[config.mk]
export PLATFORM = sky130hd
export DESIGN_NAME = sprite_pixel_mem
export DESIGN_NICKNAME = d
export VERILOG_FILES = /design/src/rtl/sprite_mem_pkg.sv /design/src/rtl/sprite_mem_fill_ctrl.sv /design/src/rtl/sprite_pixel_mem.sv
export SDC_FILE = /design/constraint.sdc
export NUM_CORES = 2
export LEC_CHECK = 0
export CORE_ASPECT_RATIO = 0.75
export CORE_MARGIN = 8
export CORE_UTILIZATION = 40
export CTS_CLUSTER_SIZE = 20
export DETAILED_ROUTE_END_ITERATION = 10
export HOLD_SLACK_MARGIN = 0.05
export MAX_ROUTING_LAYER = met4
export PLACE_DENSITY = 0.53
export REMOVE_ABC_BUFFERS = 1
export SYNTH_ARGS = -nofsm -noshare
export SYNTH_HDL_FRONTEND = slang
export SYNTH_SLANG_ARGS = --single-unit
[constraint.sdc]
create_clock -name i_clk -period 9.19 [get_ports i_clk]
set_input_delay 2.2975 -clock i_clk [delete_from_list [all_inputs] [get_ports i_clk]]
set_output_delay 2.2975 -clock i_clk [all_outputs]
set_load 0.01 [all_outputs]
[src/rtl/sprite_mem_pkg.sv]
// Shared types and helpers for the sprite/background pixel memory.
// Holds the fill FSM states, default colours and address-width derivation.
package sprite_mem_pkg;

  typedef enum logic {ST_FILL, ST_READY} mem_state_t;

  localparam logic [7:0] COLOR_TRANSPARENT = 8'h00;
  localparam logic [7:0] COLOR_BLACK       = 8'h00;

  // Never narrower than one bit, so a 2-word memory still has an address port.
  function automatic int addr_w(input int depth);
    return (depth <= 2) ? 1 : $clog2(depth);
  endfunction

endpackage

[src/rtl/sprite_mem_fill_ctrl.sv]
// Fill sequencer: sweeps every word of the pixel memory after reset or a clear
// request, and reports busy while the sweep is in progress.
module sprite_mem_fill_ctrl
  import sprite_mem_pkg::*;
#(
  parameter int DEPTH  = 401,
  parameter int ADDR_W = addr_w(DEPTH)
) (
  input  logic              i_clk,
  input  logic              i_rst_n,
  input  logic              i_clear,
  output logic              o_busy,
  output logic              o_fill_we,
  output logic [ADDR_W-1:0] o_fill_addr
);

  localparam logic [ADDR_W-1:0] LP_LAST = ADDR_W'(DEPTH - 1);

  mem_state_t        r_state;
  mem_state_t        w_state_nxt;
  logic [ADDR_W-1:0] r_cnt;
  logic [ADDR_W-1:0] w_cnt_nxt;

  always_ff @(posedge i_clk or negedge i_rst_n) begin
    if (!i_rst_n) begin
      r_state <= ST_FILL;
      r_cnt   <= '0;
    end else begin
      r_state <= w_state_nxt;
      r_cnt   <= w_cnt_nxt;
    end
  end

  // A clear during the sweep restarts it from word 0 rather than being ignored.
  always_comb begin
    w_state_nxt = r_state;
    w_cnt_nxt   = r_cnt;
    o_busy      = (r_state == ST_FILL);
    o_fill_we   = (r_state == ST_FILL);
    o_fill_addr = r_cnt;
    case (r_state)
      ST_FILL: begin
        if (i_clear) begin
          w_cnt_nxt = '0;
        end else if (r_cnt == LP_LAST) begin
          w_cnt_nxt   = '0;
          w_state_nxt = ST_READY;
        end else begin
          w_cnt_nxt = r_cnt + 1'b1;
        end
      end
      ST_READY: begin
        if (i_clear) begin
          w_cnt_nxt   = '0;
          w_state_nxt = ST_FILL;
        end
      end
      default: begin
        w_cnt_nxt   = '0;
        w_state_nxt = ST_FILL;
      end
    endcase
  end

endmodule

[src/rtl/sprite_pixel_mem.sv]
// Pixel/palette memory of arbitrary depth with a fill sequencer, one registered
// read port (valid-qualified, out-of-range flagged) and one runtime write port.
module sprite_pixel_mem
  import sprite_mem_pkg::*;
#(
  parameter int                DATA_W     = 8,
  parameter int                DEPTH      = 401,
  parameter logic [DATA_W-1:0] FILL_VALUE = '0,
  parameter logic [DATA_W-1:0] OOB_VALUE  = '0,
  localparam int               ADDR_W     = addr_w(DEPTH)
) (
  input  logic              i_clk,
  input  logic              i_rst_n,
  input  logic              i_clear,
  output logic              o_busy,
  input  logic              i_rd_req,
  input  logic [ADDR_W-1:0] i_rd_addr,
  output logic              o_rd_valid,
  output logic [DATA_W-1:0] o_rd_data,
  output logic              o_rd_oob,
  input  logic              i_we,
  input  logic [ADDR_W-1:0] i_wr_addr,
  input  logic [DATA_W-1:0] i_wr_data,
  output logic              o_wr_err
);

  // One extra bit so the bound stays exact even when DEPTH is a power of two.
  localparam logic [ADDR_W:0] LP_DEPTH = (ADDR_W + 1)'(DEPTH);

  logic [DATA_W-1:0] r_mem [DEPTH];

  logic              w_busy;
  logic              w_fill_we;
  logic [ADDR_W-1:0] w_fill_addr;
  logic              w_rd_inrange;
  logic              w_wr_inrange;
  logic              w_wr_ok;
  logic              w_rd_acc;
  logic [DATA_W-1:0] w_rd_word;

  logic              r_rd_valid;
  logic [DATA_W-1:0] r_rd_data;
  logic              r_rd_oob;
  logic              r_wr_err;

  sprite_mem_fill_ctrl #(
    .DEPTH  (DEPTH),
    .ADDR_W (ADDR_W)
  ) u_fill_ctrl (
    .i_clk       (i_clk),
    .i_rst_n     (i_rst_n),
    .i_clear     (i_clear),
    .o_busy      (w_busy),
    .o_fill_we   (w_fill_we),
    .o_fill_addr (w_fill_addr)
  );

  assign w_rd_inrange = ({1'b0, i_rd_addr} < LP_DEPTH);
  assign w_wr_inrange = ({1'b0, i_wr_addr} < LP_DEPTH);
  // A clear on the same edge wins over a runtime write, since the sweep erases it anyway.
  assign w_wr_ok      = i_we && !w_busy && !i_clear && w_wr_inrange;
  assign w_rd_acc     = i_rd_req && !w_busy;

  always_ff @(posedge i_clk) begin
    if (w_fill_we) begin
      r_mem[w_fill_addr] <= FILL_VALUE;
    end else if (w_wr_ok) begin
      r_mem[i_wr_addr] <= i_wr_data;
    end
  end

  // Write-first: a same-edge write to the read address forwards the new data.
  always_comb begin
    w_rd_word = r_mem[i_rd_addr];
    if (!w_rd_inrange) begin
      w_rd_word = OOB_VALUE;
    end else if (w_wr_ok && (i_wr_addr == i_rd_addr)) begin
      w_rd_word = i_wr_data;
    end
  end

  always_ff @(posedge i_clk or negedge i_rst_n) begin
    if (!i_rst_n) begin
      r_rd_valid <= 1'b0;
      r_rd_data  <= '0;
      r_rd_oob   <= 1'b0;
      r_wr_err   <= 1'b0;
    end else begin
      r_rd_valid <= w_rd_acc;
      r_wr_err   <= i_we && !w_wr_ok;
      if (w_rd_acc) begin
        r_rd_data <= w_rd_word;
        r_rd_oob  <= !w_rd_inrange;
      end
    end
  end

  assign o_busy     = w_busy;
  assign o_rd_valid = r_rd_valid;
  assign o_rd_data  = r_rd_data;
  assign o_rd_oob   = r_rd_oob;
  assign o_wr_err   = r_wr_err;

endmodule

==> impl_metrics.json <==
{
  "use_met2_pct": 32.4,
  "initial_core_util_pct": 40.3,
  "power_leakage_nw": 48.2,
  "drt_iter0_drc": 8935,
  "swShare_pct": 21.1,
  "utilization_pct": 45.2,
  "ys_warn_count": 0,
  "vdd_drop_max_v": 0.000144,
  "maxSlewViolCount": 0,
  "ioPinCount": 43,
  "cts_buffers": 312,
  "gr-usage-met3_pct": 5.01,
  "netlist_area_um2": 126000,
  "dp_hpwl_um": 226000,
  "ant_nets": 0,
  "worstPathRequired_ns": 9.70,
  "fin_area_um2": 142000,
  "finalCritPeriodShare_pct": 72.8,
  "fin_crit_ns": 6.69,
  "dr.pass1.iters": 5,
  "tightest_slew_ns": 1.40,
  "grt_use_total_pct": 23.1,
  "worstSkewPairLatency_ns": 0.89,
  "syn_avg_cell_area_um2": 21.3,
  "die_x_um": 665,
  "grt_pass1_vias": 62100,
  "placed_cell_area_um2": 132000,
  "async_flop_share_pct": 0.650,
  "antenna_found_initial": 35,
  "clkPwrFrac_pct": 43.2,
  "drt_wl_total_um": 383000,
  "cts_hold_buf": 0,
  "nets": 6107,
  "crit_path_max_fanout": 38,
  "final_common_cell": "edfxtp_1",
  "gp_congestion": 0.871,
  "maxCapViolations": 0,
  "clock-root-buffer": "clkbuf_16",
  "yosys_register_bits": 3229,
  "drc_errors": 0,
  "whs_ns": 0.609,
  "maxSlewHeadroom_pct": 5.55,
  "worst-setup-path-type": "primary input to register",
  "status": "finished, final reports clean",
  "p_sw_mw": 6.35,
  "grt_use_met1_pct": 34.3,
  "cts_setup_buffers": 0,
  "min_path_type": "register to register",
  "final_cell_mix": "edfxtp_1 (3208), mux4_2 (795), nor2_1 (452), clkbuf_16 (323), mux2i_1 (283)",
  "routedWlPerCell_um": 36.5,
  "grt_pass1_wl_um": 529000,
  "skew_ns": 0.0443,
  "core_area_um2": 314000,
  "cell_internal_pwr_mw": 23.8,
  "cts_resized": 0,
  "grt_start_max_net_pins": 157,
  "h-tree-depth": 5,
  "syn_inst": 5931,
  "syn2layout_area_growth_pct": 12.3,
  "die_h_um": 503,
  "top_usage_layer": "met1",
  "place.port_buffers": 42,
  "cts_buffer_depth": 4,
  "cp-start-kind": "primary input",
  "combPwrFrac_pct": 3.8,
  "ys_types": 71,
  "seqPwrFrac_pct": 53.0,
  "routed_via_density": 6.11,
  "cts_tree": "done",
  "finalHoldViolations": 0,
  "rows": 178,
  "setup_viol": 0,
  "crit_path_end_kind": "register",
  "ys.flop_type": "edfxtp_1",
  "synth-edff-count": 3208,
  "ys_seq_area_share_pct": 76.6,
  "cts_sinks": 3229,
  "dieArea_um2": 334000,
  "grt_overflow": 0,
  "clk_pin_slew_ns": 0.06,
  "arrival_ns": 7.20,
  "drive_gt1_share_pct": 23.1,
  "rsz0062_at_grt": "no",
  "final.fill_count": 26200,
  "p_per_area_nw_per_um2": 212,
  "max_freq_mhz": 149,
  "vias": 64000
}
[synthesized netlist by cell type, types with 11 or more instances]
master       n  area share [%]
nand3_1     36            0.14
a21oi_1     65            0.26
a31oi_1     23            0.11
nand3b_1    11           0.065
nor2b_1     19           0.094
buf_1       22           0.065
o22ai_1     55            0.27
nor3_1      27            0.11
buf_4       49            0.29
o221ai_1    46            0.32
o21ai_0     53            0.21
inv_1       12           0.036
mux2_2      11           0.098
nand2_1    169            0.50
a211oi_1    20            0.12
nor2_1     456             1.4
o21ai_1     12           0.048
o31ai_1     13           0.077
mux2i_1    283             2.2
buf_2       87            0.34
mux4_2     795              14
edfxtp_1  3208              76
clkbuf_1   151            0.45
a221oi_1    17            0.12
nand4_1     12           0.059
nand2b_1    13           0.064
dfrtp_1     21            0.42
a22oi_1     38            0.23
buf_6       41            0.37
and2_1      17           0.084
[critical path, stage by stage]
cell and delay (ns):
clkdlybuf4s50_1 0.56, o41ai_1 0.44, a21oi_1 0.21, nor2_4 0.75
mux2i_1 0.27, buf_4 0.19, nor2b_1 0.84, nand2_1 0.81
nor2_1 0.80
[metal layers]
metal  part of all wire [%]  wire length, um
met3                    9.8            37500
met5                      0                0
met1                     44           169000
met2                     44           167000
met4                    2.5             9610
[power by group through the flow]
stage                     Clock (mW)  Combinational [mW]  Sequential (mW)
after detailed placement           0                1.13             16.3
after global placement             0                1.13             16.3
final                           13.0                1.13             16.0
after CTS                       13.2                1.13             16.0
after floorplan                    0               0.463             16.3
after global routing            13.7                1.17             16.0
[flip-flops by register name (all words and copies together), names as in the netlist]
register / count
r_mem: 3208
u_fill_ctrl.o_fill_addr: 9
o_rd_data: 8
o_rd_oob: 1
o_rd_valid: 1
o_wr_err: 1
u_fill_ctrl.r_state: 1
[through the flow]
step	setup TNS [ns]	total power, mW	setup slack (ns)	cells
2_1_floorplan	-3578.80	16.7	-1.12	5566
3_3_place_gp	0	17.4	1.58	9899
3_5_place_dp	0	17.4	1.61	9899
4_1_cts	0	30.3	2.55	10500
5_1_grt	0	30.8	2.28	10500
6_report	0	30.1	2.50	10500
[cell type report]
class                           count  area (um^2)  area share, %
Tap cell                         4140         5180           3.65
Sequential cell                  3229        96900           68.2
Inverter                           13         65.1         0.0458
Antenna cell                       21         52.6         0.0370
Timing Repair Buffer              194         2110           1.49
Multi-Input combinational cell   2324        27500           19.4
Clock buffer                      373         8300           5.85
Clock inverter                    186         1870           1.31
[final timing paths]
kind | from | cells after the start | slack, ns | to
setup / recovery | i_wr_addr[3] | 9 | 2.50 | r_mem[58][7]
hold / removal | u_fill_ctrl.o_fill_addr[1] | 2 | 0.61 | u_fill_ctrl.o_fill_addr[1]
setup reg to reg | u_fill_ctrl.r_state | 8 | 3.84 | r_mem[58][7]
hold reg to reg | u_fill_ctrl.o_fill_addr[1] | 2 | 0.61 | u_fill_ctrl.o_fill_addr[1]
max in group asynchronous | i_rst_n | 1 | 7.27 | o_rd_data[0]
min in group asynchronous | i_rst_n | 1 | 1.45 | u_fill_ctrl.o_fill_addr[5]
[cell families (layout without fill, tap and decap cells)]
kind of cell	Yosys count	in the layout	share of synthesized area, %
compound gates	436	436	2.42
fa+ha+maj	2	2	0.0198
buf+inv	378	766	1.75
flops	3229	3229	76.6
simple gates	787	787	2.61
other cells	0	21	0
xor+xnor	10	10	0.0693
mux	1089	1089	16.5
Note: power is estimated with default switching activity, not from simulation.
